===== src/rtl/tone_sequencer_pkg.sv =====
// Shared types and constants for the tone sequencer: FSM states and the packed pattern entry layout.
package tone_sequencer_pkg;

    localparam int PERIOD_W = 12;
    localparam int DUR_W    = 4;

    localparam logic [DUR_W-1:0]    END_DUR     = '0;
    localparam logic [PERIOD_W-1:0] REST_PERIOD = '0;

    typedef enum logic [1:0] {
        ST_IDLE = 2'd0,
        ST_LOAD = 2'd1,
        ST_PLAY = 2'd2,
        ST_GAP  = 2'd3
    } state_t;

    typedef struct packed {
        logic [PERIOD_W-1:0] period;
        logic [DUR_W-1:0]    dur;
    } entry_t;

endpackage


===== src/rtl/tone_sequencer_if.sv =====
// Host-side pattern/control port and tonegen-side voice outputs of the sequencer.
interface tone_sequencer_if #(
    parameter int STEPS = 8
) ();
    localparam int AW = $clog2(STEPS);

    logic          wr_en;
    logic [AW-1:0] wr_addr;
    logic [15:0]   wr_data;
    logic          start;
    logic          stop;
    logic          loop;
    logic [11:0]   period;
    logic          tone_en;
    logic          busy;
    logic [AW-1:0] step_idx;
    logic          note_strobe;
    logic          done;

    modport master (
        output wr_en, wr_addr, wr_data, start, stop, loop,
        input  period, tone_en, busy, step_idx, note_strobe, done
    );

    modport slave (
        input  wr_en, wr_addr, wr_data, start, stop, loop,
        output period, tone_en, busy, step_idx, note_strobe, done
    );
endinterface


===== src/rtl/tone_sequencer_prescaler.sv =====
// Tempo prescaler: one-cycle tick every TICK_DIV cycles, combinational off the count.
// Latency: tick in the TICK_DIV-th cycle after clr drops; no backpressure, clr holds count at 0.
module tick_prescaler #(
    parameter int TICK_DIV = 1024
) (
    input  logic clk,
    input  logic rst_n,
    input  logic clr,
    output logic tick
);
    localparam int CW = $clog2(TICK_DIV);
    localparam logic [CW-1:0] TC = CW'(TICK_DIV - 1);

    logic [CW-1:0] cnt;

    assign tick = !clr && (cnt == TC);

    always_ff @(posedge clk or negedge rst_n) begin
        if (!rst_n) begin
            cnt <= '0;
        end else if (clr || tick) begin
            cnt <= '0;
        end else begin
            cnt <= cnt + 1'b1;
        end
    end
endmodule


===== src/rtl/tone_sequencer.sv =====
// Steps a stored note pattern onto one tonegen voice; start -> period/tone_en valid 2 cycles later.
// All outputs registered; no backpressure (start ignored while busy, stop aborts from any state).
module tone_sequencer
    import tone_sequencer_pkg::*;
#(
    parameter int STEPS     = 8,
    parameter int TICK_DIV  = 1024,
    parameter int GAP_TICKS = 1
) (
    input  logic           clk,
    input  logic           rst_n,
    tone_sequencer_if.slave bus
);
    localparam int AW = $clog2(STEPS);
    localparam int GW = (GAP_TICKS > 1) ? $clog2(GAP_TICKS) : 1;
    localparam logic [AW-1:0] LAST_STEP = AW'(STEPS - 1);
    localparam logic [GW-1:0] GAP_LAST  = GW'(GAP_TICKS - 1);

    entry_t              pat [STEPS];
    entry_t              cur;
    state_t              state, state_nxt;
    logic [AW-1:0]       step_q, step_nxt;
    logic [PERIOD_W-1:0] period_q, period_nxt;
    logic [DUR_W-1:0]    dur_q, dur_nxt;
    logic [3:0]          tcnt, tcnt_nxt;
    logic [GW-1:0]       gcnt, gcnt_nxt;
    logic                tone_q, tone_nxt;
    logic                strobe_q, strobe_nxt;
    logic                done_q, done_nxt;
    logic                busy_q;
    logic                advance;
    logic                tick;
    logic                presc_clr;

    assign presc_clr = (state != ST_PLAY) && (state != ST_GAP);

    tick_prescaler #(.TICK_DIV(TICK_DIV)) u_presc (
        .clk   (clk),
        .rst_n (rst_n),
        .clr   (presc_clr),
        .tick  (tick)
    );

    always_ff @(posedge clk or negedge rst_n) begin
        if (!rst_n) begin
            for (int i = 0; i < STEPS; i++) pat[i] <= '0;
        end else if (bus.wr_en) begin
            pat[bus.wr_addr] <= bus.wr_data;
        end
    end

    always_comb begin
        state_nxt  = state;
        step_nxt   = step_q;
        period_nxt = period_q;
        dur_nxt    = dur_q;
        tcnt_nxt   = tcnt;
        gcnt_nxt   = gcnt;
        tone_nxt   = tone_q;
        strobe_nxt = 1'b0;
        done_nxt   = 1'b0;
        advance    = 1'b0;
        cur        = pat[step_q];

        case (state)
            ST_IDLE: begin
                if (bus.start) begin
                    state_nxt = ST_LOAD;
                    step_nxt  = '0;
                end
            end
            ST_LOAD: begin
                if (cur.dur == END_DUR) begin
                    // An end marker at step 0 under loop would spin in LOAD forever; end instead.
                    if (bus.loop && (step_q != '0)) begin
                        step_nxt = '0;
                    end else begin
                        state_nxt = ST_IDLE;
                        done_nxt  = 1'b1;
                    end
                end else begin
                    state_nxt  = ST_PLAY;
                    period_nxt = cur.period;
                    tone_nxt   = (cur.period != REST_PERIOD);
                    strobe_nxt = 1'b1;
                    dur_nxt    = cur.dur;
                    tcnt_nxt   = '0;
                end
            end
            ST_PLAY: begin
                if (tick) begin
                    if (tcnt == (dur_q - 4'd1)) begin
                        tone_nxt = 1'b0;
                        tcnt_nxt = '0;
                        if (GAP_TICKS > 0) begin
                            state_nxt = ST_GAP;
                            gcnt_nxt  = '0;
                        end else begin
                            advance = 1'b1;
                        end
                    end else begin
                        tcnt_nxt = tcnt + 1'b1;
                    end
                end
            end
            ST_GAP: begin
                if (tick) begin
                    if (gcnt == GAP_LAST) advance = 1'b1;
                    else                  gcnt_nxt = gcnt + 1'b1;
                end
            end
            default: state_nxt = ST_IDLE;
        endcase

        if (advance) begin
            state_nxt = ST_LOAD;
            if (step_q == LAST_STEP) begin
                if (bus.loop) begin
                    step_nxt = '0;
                end else begin
                    state_nxt = ST_IDLE;
                    done_nxt  = 1'b1;
                end
            end else begin
                step_nxt = step_q + 1'b1;
            end
        end

        // Abort overrides everything, including a same-cycle start or normal end.
        if (bus.stop) begin
            state_nxt  = ST_IDLE;
            tone_nxt   = 1'b0;
            period_nxt = '0;
            strobe_nxt = 1'b0;
            done_nxt   = 1'b0;
        end
    end

    always_ff @(posedge clk or negedge rst_n) begin
        if (!rst_n) begin
            state    <= ST_IDLE;
            step_q   <= '0;
            period_q <= '0;
            dur_q    <= '0;
            tcnt     <= '0;
            gcnt     <= '0;
            tone_q   <= 1'b0;
            strobe_q <= 1'b0;
            done_q   <= 1'b0;
            busy_q   <= 1'b0;
        end else begin
            state    <= state_nxt;
            step_q   <= step_nxt;
            period_q <= period_nxt;
            dur_q    <= dur_nxt;
            tcnt     <= tcnt_nxt;
            gcnt     <= gcnt_nxt;
            tone_q   <= tone_nxt;
            strobe_q <= strobe_nxt;
            done_q   <= done_nxt;
            busy_q   <= (state_nxt != ST_IDLE);
        end
    end

    assign bus.period      = period_q;
    assign bus.tone_en     = tone_q;
    assign bus.busy        = busy_q;
    assign bus.step_idx    = step_q;
    assign bus.note_strobe = strobe_q;
    assign bus.done        = done_q;
endmodule


===== src/flat_wrapper.sv =====
// flat-port wrapper written by rule: the top's interface ports become plain ports
module tone_sequencer_flat import tone_sequencer_pkg::*;
#(
    parameter int STEPS     = 8,
    parameter int TICK_DIV  = 1024,
    parameter int GAP_TICKS = 1
)
  (clk, rst_n, bus_wr_en, bus_wr_addr, bus_wr_data, bus_start, bus_stop, bus_loop, bus_period, bus_tone_en, bus_busy, bus_step_idx, bus_note_strobe, bus_done);
  tone_sequencer_if #(.STEPS(STEPS)) bus_i ();
  input  logic clk;
  input  logic rst_n;
  input wire logic [$bits(bus_i.wr_en)-1:0] bus_wr_en;
  input wire logic [$bits(bus_i.wr_addr)-1:0] bus_wr_addr;
  input wire logic [$bits(bus_i.wr_data)-1:0] bus_wr_data;
  input wire logic [$bits(bus_i.start)-1:0] bus_start;
  input wire logic [$bits(bus_i.stop)-1:0] bus_stop;
  input wire logic [$bits(bus_i.loop)-1:0] bus_loop;
  output wire logic [$bits(bus_i.period)-1:0] bus_period;
  output wire logic [$bits(bus_i.tone_en)-1:0] bus_tone_en;
  output wire logic [$bits(bus_i.busy)-1:0] bus_busy;
  output wire logic [$bits(bus_i.step_idx)-1:0] bus_step_idx;
  output wire logic [$bits(bus_i.note_strobe)-1:0] bus_note_strobe;
  output wire logic [$bits(bus_i.done)-1:0] bus_done;
  assign bus_i.wr_en = bus_wr_en;
  assign bus_i.wr_addr = bus_wr_addr;
  assign bus_i.wr_data = bus_wr_data;
  assign bus_i.start = bus_start;
  assign bus_i.stop = bus_stop;
  assign bus_i.loop = bus_loop;
  assign bus_period = bus_i.period;
  assign bus_tone_en = bus_i.tone_en;
  assign bus_busy = bus_i.busy;
  assign bus_step_idx = bus_i.step_idx;
  assign bus_note_strobe = bus_i.note_strobe;
  assign bus_done = bus_i.done;
  tone_sequencer #(.STEPS(STEPS), .TICK_DIV(TICK_DIV), .GAP_TICKS(GAP_TICKS)) u_core (.clk(clk), .rst_n(rst_n), .bus(bus_i));
endmodule

===== config.mk =====
export PLATFORM = sky130hd
export DESIGN_NAME = tone_sequencer_flat
export DESIGN_NICKNAME = d
export VERILOG_FILES = /design/src/rtl/tone_sequencer_pkg.sv /design/src/rtl/tone_sequencer_if.sv /design/src/rtl/tone_sequencer_prescaler.sv /design/src/rtl/tone_sequencer.sv /design/src/flat_wrapper.sv
export SDC_FILE = /design/constraint.sdc
export NUM_CORES = 1
export LEC_CHECK = 0
export ABC_AREA = 0
export CAP_MARGIN = 25
export CORE_UTILIZATION = 30
export CTS_CLUSTER_DIAMETER = 150
export DETAILED_ROUTE_END_ITERATION = 16
export PLACE_DENSITY = 0.51
export SLEW_MARGIN = 20
export SYNTH_ARGS = -nofsm -noshare
export SYNTH_HDL_FRONTEND = slang
export SYNTH_SLANG_ARGS = --single-unit

===== constraint.sdc =====
create_clock -name clk -period 3 [get_ports clk]
set_input_delay 0.6 -clock clk [delete_from_list [all_inputs] [get_ports clk]]
set_output_delay 0.6 -clock clk [all_outputs]
set_load 0.02 [all_outputs]

# After elaboration in Yosys (flattened, before gate mapping)

Index checks and enable logic that the tools add are counted.

Bits in registers: 168
Input bits: 25
Output and inout port bits: 19
Logic and storage cells: 126

Add/subtract/negate cells: 5
Magnitude comparators: 3
Equal/unequal tests: 16
Multiplexer cells: 52
Bitwise logic cells: 3
Reductions and logical operators: 20

Operators by type and width:

| operator                | number |
|---|---|
| $bwmux W128             | 1 |
| $bmux W16 S3            | 1 |
| $demux W16 S3           | 1 |
| $mux W16                | 3 |
| $mux W12                | 3 |
| $mux W1                 | 20 |
| $mux W3                 | 6 |
| $mux W2                 | 8 |
| $mux W4                 | 3 |
| $ne A2 B2 Y1 const B    | 6 |
| $reduce_bool A12 Y1     | 1 |
| $add A10 B1 Y10 const B | 1 |
| $eq A10 B10 Y1 const B  | 1 |
| $mux W10                | 1 |
| $ge A4 B4 Y1 const B    | 2 |
| $not A3 Y4              | 2 |
| $pmux W4 S2             | 1 |
| $reduce_and A4 Y1       | 2 |
| $reduce_bool A2 Y1      | 4 |
| $ne A3 B3 Y1 const B    | 2 |
| $pmux W2 S3             | 1 |
| $pmux W3 S2             | 1 |
| $reduce_bool A3 Y1      | 2 |
| $add A4 B1 Y4 const B   | 1 |
| 19 further kinds        | 25 |

# Depth between registers and ports, before layout

Depth in word-level cells: 11
Mapped depth: 8
Gate-level depth less buffers: 7

# Cells and area by module

Synthesis repeated with hierarchy kept, for this count alone.

Cell total of the unflattened synthesis: 568
Area, all modules: 7835.0 µm²

By module, submodules not included:

| module         | times used | cells each | area each (µm²) | seq. area each (µm²) |
|---|---|---|---|---|
| tone_sequencer | 1          | 517        | 7342.0          | 3928.8 |
| tick_prescaler | 1          | 51         | 493.0           | 250.2 |

# Worst setup path before layout

OpenSTA, ideal clock, no wires.

Kind: reg-to-reg
Start: register u_core.step_q[0], in the netlist u_core.bus.step_idx[0]
End: register u_core.tone_q, in the netlist u_core.bus.tone_en
Library setup time: 0.126 ns
Arrival: 2.168 ns
Required time: 2.874 ns
Path slack: 0.706 ns
Cell stages (with the launch flop): 8
Path buffers: 2
Period minus slack after synthesis: 2.294 ns
Cells stage by stage: dfrtp_1 -> buf_6 -> buf_12 -> mux4_2 -> or4_4 -> nor4_4 -> a2bb2oi_2 -> a21oi_1

Longest elaborated chain between the ends: 8
Elaborated cells between the ends (all ways): 11
Classes of those cells: eq/ne (1); mux (6); bitwise (1); reduce/logical (3)

Ends and longest elaborated chain:

| what                                            | line                  | source |
|---|---|---|
| start, declared                                 | tone_sequencer.sv:22  | `logic [AW-1:0] step_q, step_nxt;` |
| start signal, assigned                          | tone_sequencer.sv:153 | `step_q <= step_nxt;` |
| $not A3 Y4 (implied by the code) (*)            | tone_sequencer.sv:63  | `cur = pat[step_q];` |
| $bmux W16 S3 (*)                                | tone_sequencer.sv:63  |  |
| $mux W16 (implied by the code) (*) (2 in a row) | tone_sequencer.sv:63  |  |
| $reduce_bool A12 Y1                             | tone_sequencer.sv:84  | `tone_nxt = (cur.period != REST_PERIOD);` |
| $mux W1                                         | tone_sequencer.sv:73  | `if (cur.dur == END_DUR) begin` |
| $pmux W1 S2                                     | tone_sequencer.sv:65  | `case (state)` |
| $mux W1                                         | tone_sequencer.sv:130 | `if (bus.stop) begin` |
| end signal, assigned                            | tone_sequencer.sv:158 | `tone_q <= tone_nxt;` |
| end, declared                                   | tone_sequencer.sv:27  | `logic tone_q, tone_nxt;` |

Every way passes the cells marked *; elsewhere a longest branch is shown, timed or not. The select of a mux whose other input is x is not followed.
A chain may end at the register's enable or synchronous reset.

# Final worst setup path

Start: register u_core.step_q[0], in the netlist u_core.bus.step_idx[0]
End: register u_core.step_q[1], in the netlist u_core.bus.step_idx[1]

Longest elaborated chain between the ends: 10
Elaborated cells between the ends (all ways): 15
Classes of those cells: add/sub (1); eq/ne (1); mux (9); bitwise (1); reduce/logical (3)

Ends and longest elaborated chain:

| what                                        | line                  | source |
|---|---|---|
| $not A3 Y4 (implied by the code)            | tone_sequencer.sv:63  |  |
| $bmux W16 S3                                | tone_sequencer.sv:63  |  |
| $mux W16 (implied by the code) (2 in a row) | tone_sequencer.sv:63  |  |
| $logic_not A4 Y1                            | tone_sequencer.sv:73  |  |
| $mux W3                                     | tone_sequencer.sv:73  |  |
| $pmux W3 S2                                 | tone_sequencer.sv:65  |  |
| $mux W3                                     | tone_sequencer.sv:118 | `if (bus.loop) begin` |
| $mux W3                                     | tone_sequencer.sv:117 | `if (step_q == LAST_STEP) begin` |
| $mux W3 (*)                                 | tone_sequencer.sv:115 | `if (advance) begin` |
| net u_core.step_nxt[1]                      | tone_sequencer.sv:22  |  |

Mark *: on every way through the listed nets, which the timed path passes. The rest lies on a longest branch. The select of a mux whose other input is x is not followed.

==> metrics.yaml <==
register_bit_count_reported_by_yosys: 167
synth_xor_area_frac: 0.0157
drive_above_1_share: 0.343
worstSkewPairLatency_ps: 430
floorplan.die_area_mm2: 0.0262
layout_min_cycle_time_ps: 2470
io_buffer_count: 43
netlist_instances: 540
p_r_area_growth_vs_syn_pct: 19.5
design_power_total_uw: 6210
track_usage: 0.151
worst-endpoint-arrival_ps: 2780
path_class: "reg2reg"
rr_endpoint: "u_core.bus.step_idx[1]"
tritoncts_clock_tree: "done"
clock_tree.root_cell: "sky130_fd_sc_hd__clkbuf_16"
synth_top_family_by_area: "multiplexers"
post_route_setup_tns_ps: 0
critical_path.startpoint: "u_core.bus.step_idx[0]"
horizontal_extent_of_the_die_um: 162
post_cts_hold_buffer_count: 0
syn-mean-instance-area_um2: 14.2
worstPathBufferInverterCount: 1
cp_startpoint_kind: "flip-flop"
max_transition_viols_final: 0
final_common_cell: "sky130_fd_sc_hd__dfrtp_1"
inserted_diodes: 0
holdCritPathClass: "in2async"
synth-edff-count: 0
nNetsFinal: 624
yosys.area.top_type: "sky130_fd_sc_hd__dfrtp_1"
first_global_vias: 5060
critPathCaptureType: "flip-flop"
global_route_total_overflow: 0
fillers: 2428
postCtsSetupBuffers: 0
crit_chain: "buf_4 -> mux4_2 -> mux2i_1 -> and4_1 -> nand3_1 -> a32o_1"
grt_setup_unrepaired: "false"
post_dr_vias_cell: 5.00
worstSetupPathDepth: 6
highest_count_cells_in_the_layout_ignoring_fill_and_taps: "sky130_fd_sc_hd__dfrtp_1 (166), sky130_fd_sc_hd__mux2_2 (113), sky130_fd_sc_hd__clkdlybuf4s50_1 (42)"
pwr_density_cell_mw_per_mm2: 677
routedLengthMet1_um: 8450
cts_buffer_depth: 2
cts-buffers-inserted: 17
route.detailed.drc: 0
synth-main-ff-cell: "sky130_fd_sc_hd__dfrtp_1"
cells_on_worst_reg2reg_path: 6
layout_worst_path_cycle_share: 0.822
synth-async-reset-ratio: 1.00
post_synthesis_net_count: 571
cp-endpoint: "u_core.bus.step_idx[1]"
synth_fa_ha_area_frac: 0.00978
dr.max_layer_used: "met4"
drv.max_cap_violation_count: 0
route.met3.wl_um: 469
vdd_drop_max_mv: 0.313
status: "finished clean"
wire_per_inst_um: 19.5
antenna_violations_before_repair: 0
detailedRoute.firstPassIterationCount: 4
regToRegStartpoint: "u_core.bus.step_idx[0]"
grt_start_max_net_pins: 68
tightestPinTransition_ps: 660
gates_resized_cts_repair: 0
fp.dieH_um: 162
grt_first_pass_wirelength_um: 29700
portion_of_synthesized_cell_area_occupied_by_the_leading_cell_type: 0.545
synth.top_cells.by_area: "sky130_fd_sc_hd__dfrtp_1 (54%), sky130_fd_sc_hd__mux2_2 (17%), sky130_fd_sc_hd__mux4_2 (8.5%)"
hold-worst-slack_ps: 171
met2_wirelength_um: 9140
number_of_hold_slack_violations_in_the_final_timing_report: 0
route.antenna.remaining_nets: 0
fmaxAchievable_mhz: 406
final_setup_violation_count: 0
critPathMaxFanout: 10
clkSlewWorstSetupHoldPaths_ps: 60
wl_um: 18300
synth-warning-count: 0
place.detailed.hpwl_um: 12000
cp_top_family: "multiplexers"
cts.sinks: 167
worst_clock_skew_ps: 7.95
synth_simple_gate_area_frac: 0.0735
row_count: 58
place_congestion: 0.762
initialDrtViolationCount: 258
synthesis.area_mm2: 0.00767
boundaryPins: 44
cp.required_ps: 3320
mux_share_of_post_synthesis_cell_area: 0.290
seq_area_frac_synth: 0.545
core-area_mm2: 0.0251
routed-via-count: 4681
static-leakage-power_uw: 0.00372
slowest_delay_ps: 530
initial_core_util: 0.306
worst-r2r-setup-slack_ps: 530
relSlewSlack: 0.560
critPathSlowestCell: "sky130_fd_sc_hd__mux4_2"
cts.htree.levels: 4
synth.distinct_cells: 53
synth_compound_area_frac: 0.0422
-- per-layer routing --
metal / vias to the layer above / global-route usage
met3: 17 / 0.0276
met5: - / 0
li1: 2124 / -
met2: 66 / 0.255
met1: 2474 / 0.195
met4: 0 / 0.0472
-- per-stage QoR --
step / util / area, um2 / std cells / setup slack (ps)
after floorplan: - / 7670 / 540 / 706
after global placement: 0.341 / 8560 / 904 / 573
after detailed placement: 0.341 / 8560 / 904 / 531
after CTS: 0.365 / 9170 / 936 / 518
after global routing: 0.365 / 9170 / 936 / 330
final: 0.365 / 9170 / 936 / 535
-- synthesized netlist by cell type, types with 2 or more instances --
library cell and count:
sky130_fd_sc_hd__xnor2_1 7, sky130_fd_sc_hd__buf_1 3, sky130_fd_sc_hd__nand4_1 3, sky130_fd_sc_hd__nand3_1 10, sky130_fd_sc_hd__mux2_2 113, sky130_fd_sc_hd__xor2_1 4
sky130_fd_sc_hd__a32o_1 2, sky130_fd_sc_hd__and3_1 4, sky130_fd_sc_hd__a311oi_1 12, sky130_fd_sc_hd__a31oi_1 3, sky130_fd_sc_hd__a21oi_1 6, sky130_fd_sc_hd__nor3b_2 2
sky130_fd_sc_hd__mux4_2 29, sky130_fd_sc_hd__clkbuf_1 17, sky130_fd_sc_hd__mux4_1 3, sky130_fd_sc_hd__and4_1 2, sky130_fd_sc_hd__ha_1 6, sky130_fd_sc_hd__nand4b_1 3
sky130_fd_sc_hd__nor4_1 3, sky130_fd_sc_hd__nor3_1 9, sky130_fd_sc_hd__a41oi_1 3, sky130_fd_sc_hd__o21ai_0 3, sky130_fd_sc_hd__nand2_1 34, sky130_fd_sc_hd__dfrtp_1 167
sky130_fd_sc_hd__o21ai_1 4, sky130_fd_sc_hd__and2_1 2, sky130_fd_sc_hd__mux2_1 15, sky130_fd_sc_hd__or3_1 3, sky130_fd_sc_hd__buf_2 9, sky130_fd_sc_hd__inv_1 8
sky130_fd_sc_hd__nor2_1 25, sky130_fd_sc_hd__mux2i_1 3, sky130_fd_sc_hd__nand2b_1 3
-- kinds of logic (layout without fill, tap and decap cells) --
kind of cell / count (synthesis) / in the layout
compound gates: 42 / 42
xor+xnor: 12 / 12
fa+ha+maj: 6 / 6
buf+inv: 40 / 106
flops: 167 / 167
mux: 164 / 164
simple gates: 109 / 109
-- worst min path at each step --
stage               slack [ps]         endpoint            start
finish                     170   u_core.pat[31]            rst_n
global placement           470  u_core.pat[127]  u_core.pat[127]
global route               220   u_core.pat[31]            rst_n
CTS                        200    u_core.pat[6]            rst_n
detailed placement         470  u_core.pat[127]  u_core.pat[127]
floorplan                  300  u_core.bus.busy            rst_n
-- power breakdown --
group | switching (uW) | total (uW) | internal, uW
logic | 452 | 1040 | 591
registers | 234 | 2920 | 2680
clock network | 900 | 2250 | 1350
total | 1590 | 6210 | 4630
-- state kept, by name, summed over array words and instances, names as in the netlist --
name,count
u_core.bus.busy,1
u_core.bus.done,1
u_core.bus.note_strobe,1
u_core.bus.period,12
u_core.bus.step_idx,3
u_core.bus.tone_en,1
u_core.dur_q,4
u_core.pat,128
u_core.state,2
u_core.tcnt,4
u_core.u_presc.cnt,10
-- layout make-up --
class                   instances  area [um2]  share of cell area
repair buffers                 65         609              0.0664
well taps                     330         413              0.0450
clock inverters                11         148              0.0161
flip-flops and latches        167        4180               0.456
multi-input cells             333        3330               0.363
inverters                       9        33.8             0.00368
clock buffers                  21         460              0.0502
Note: power is estimated with default switching activity, not from simulation.
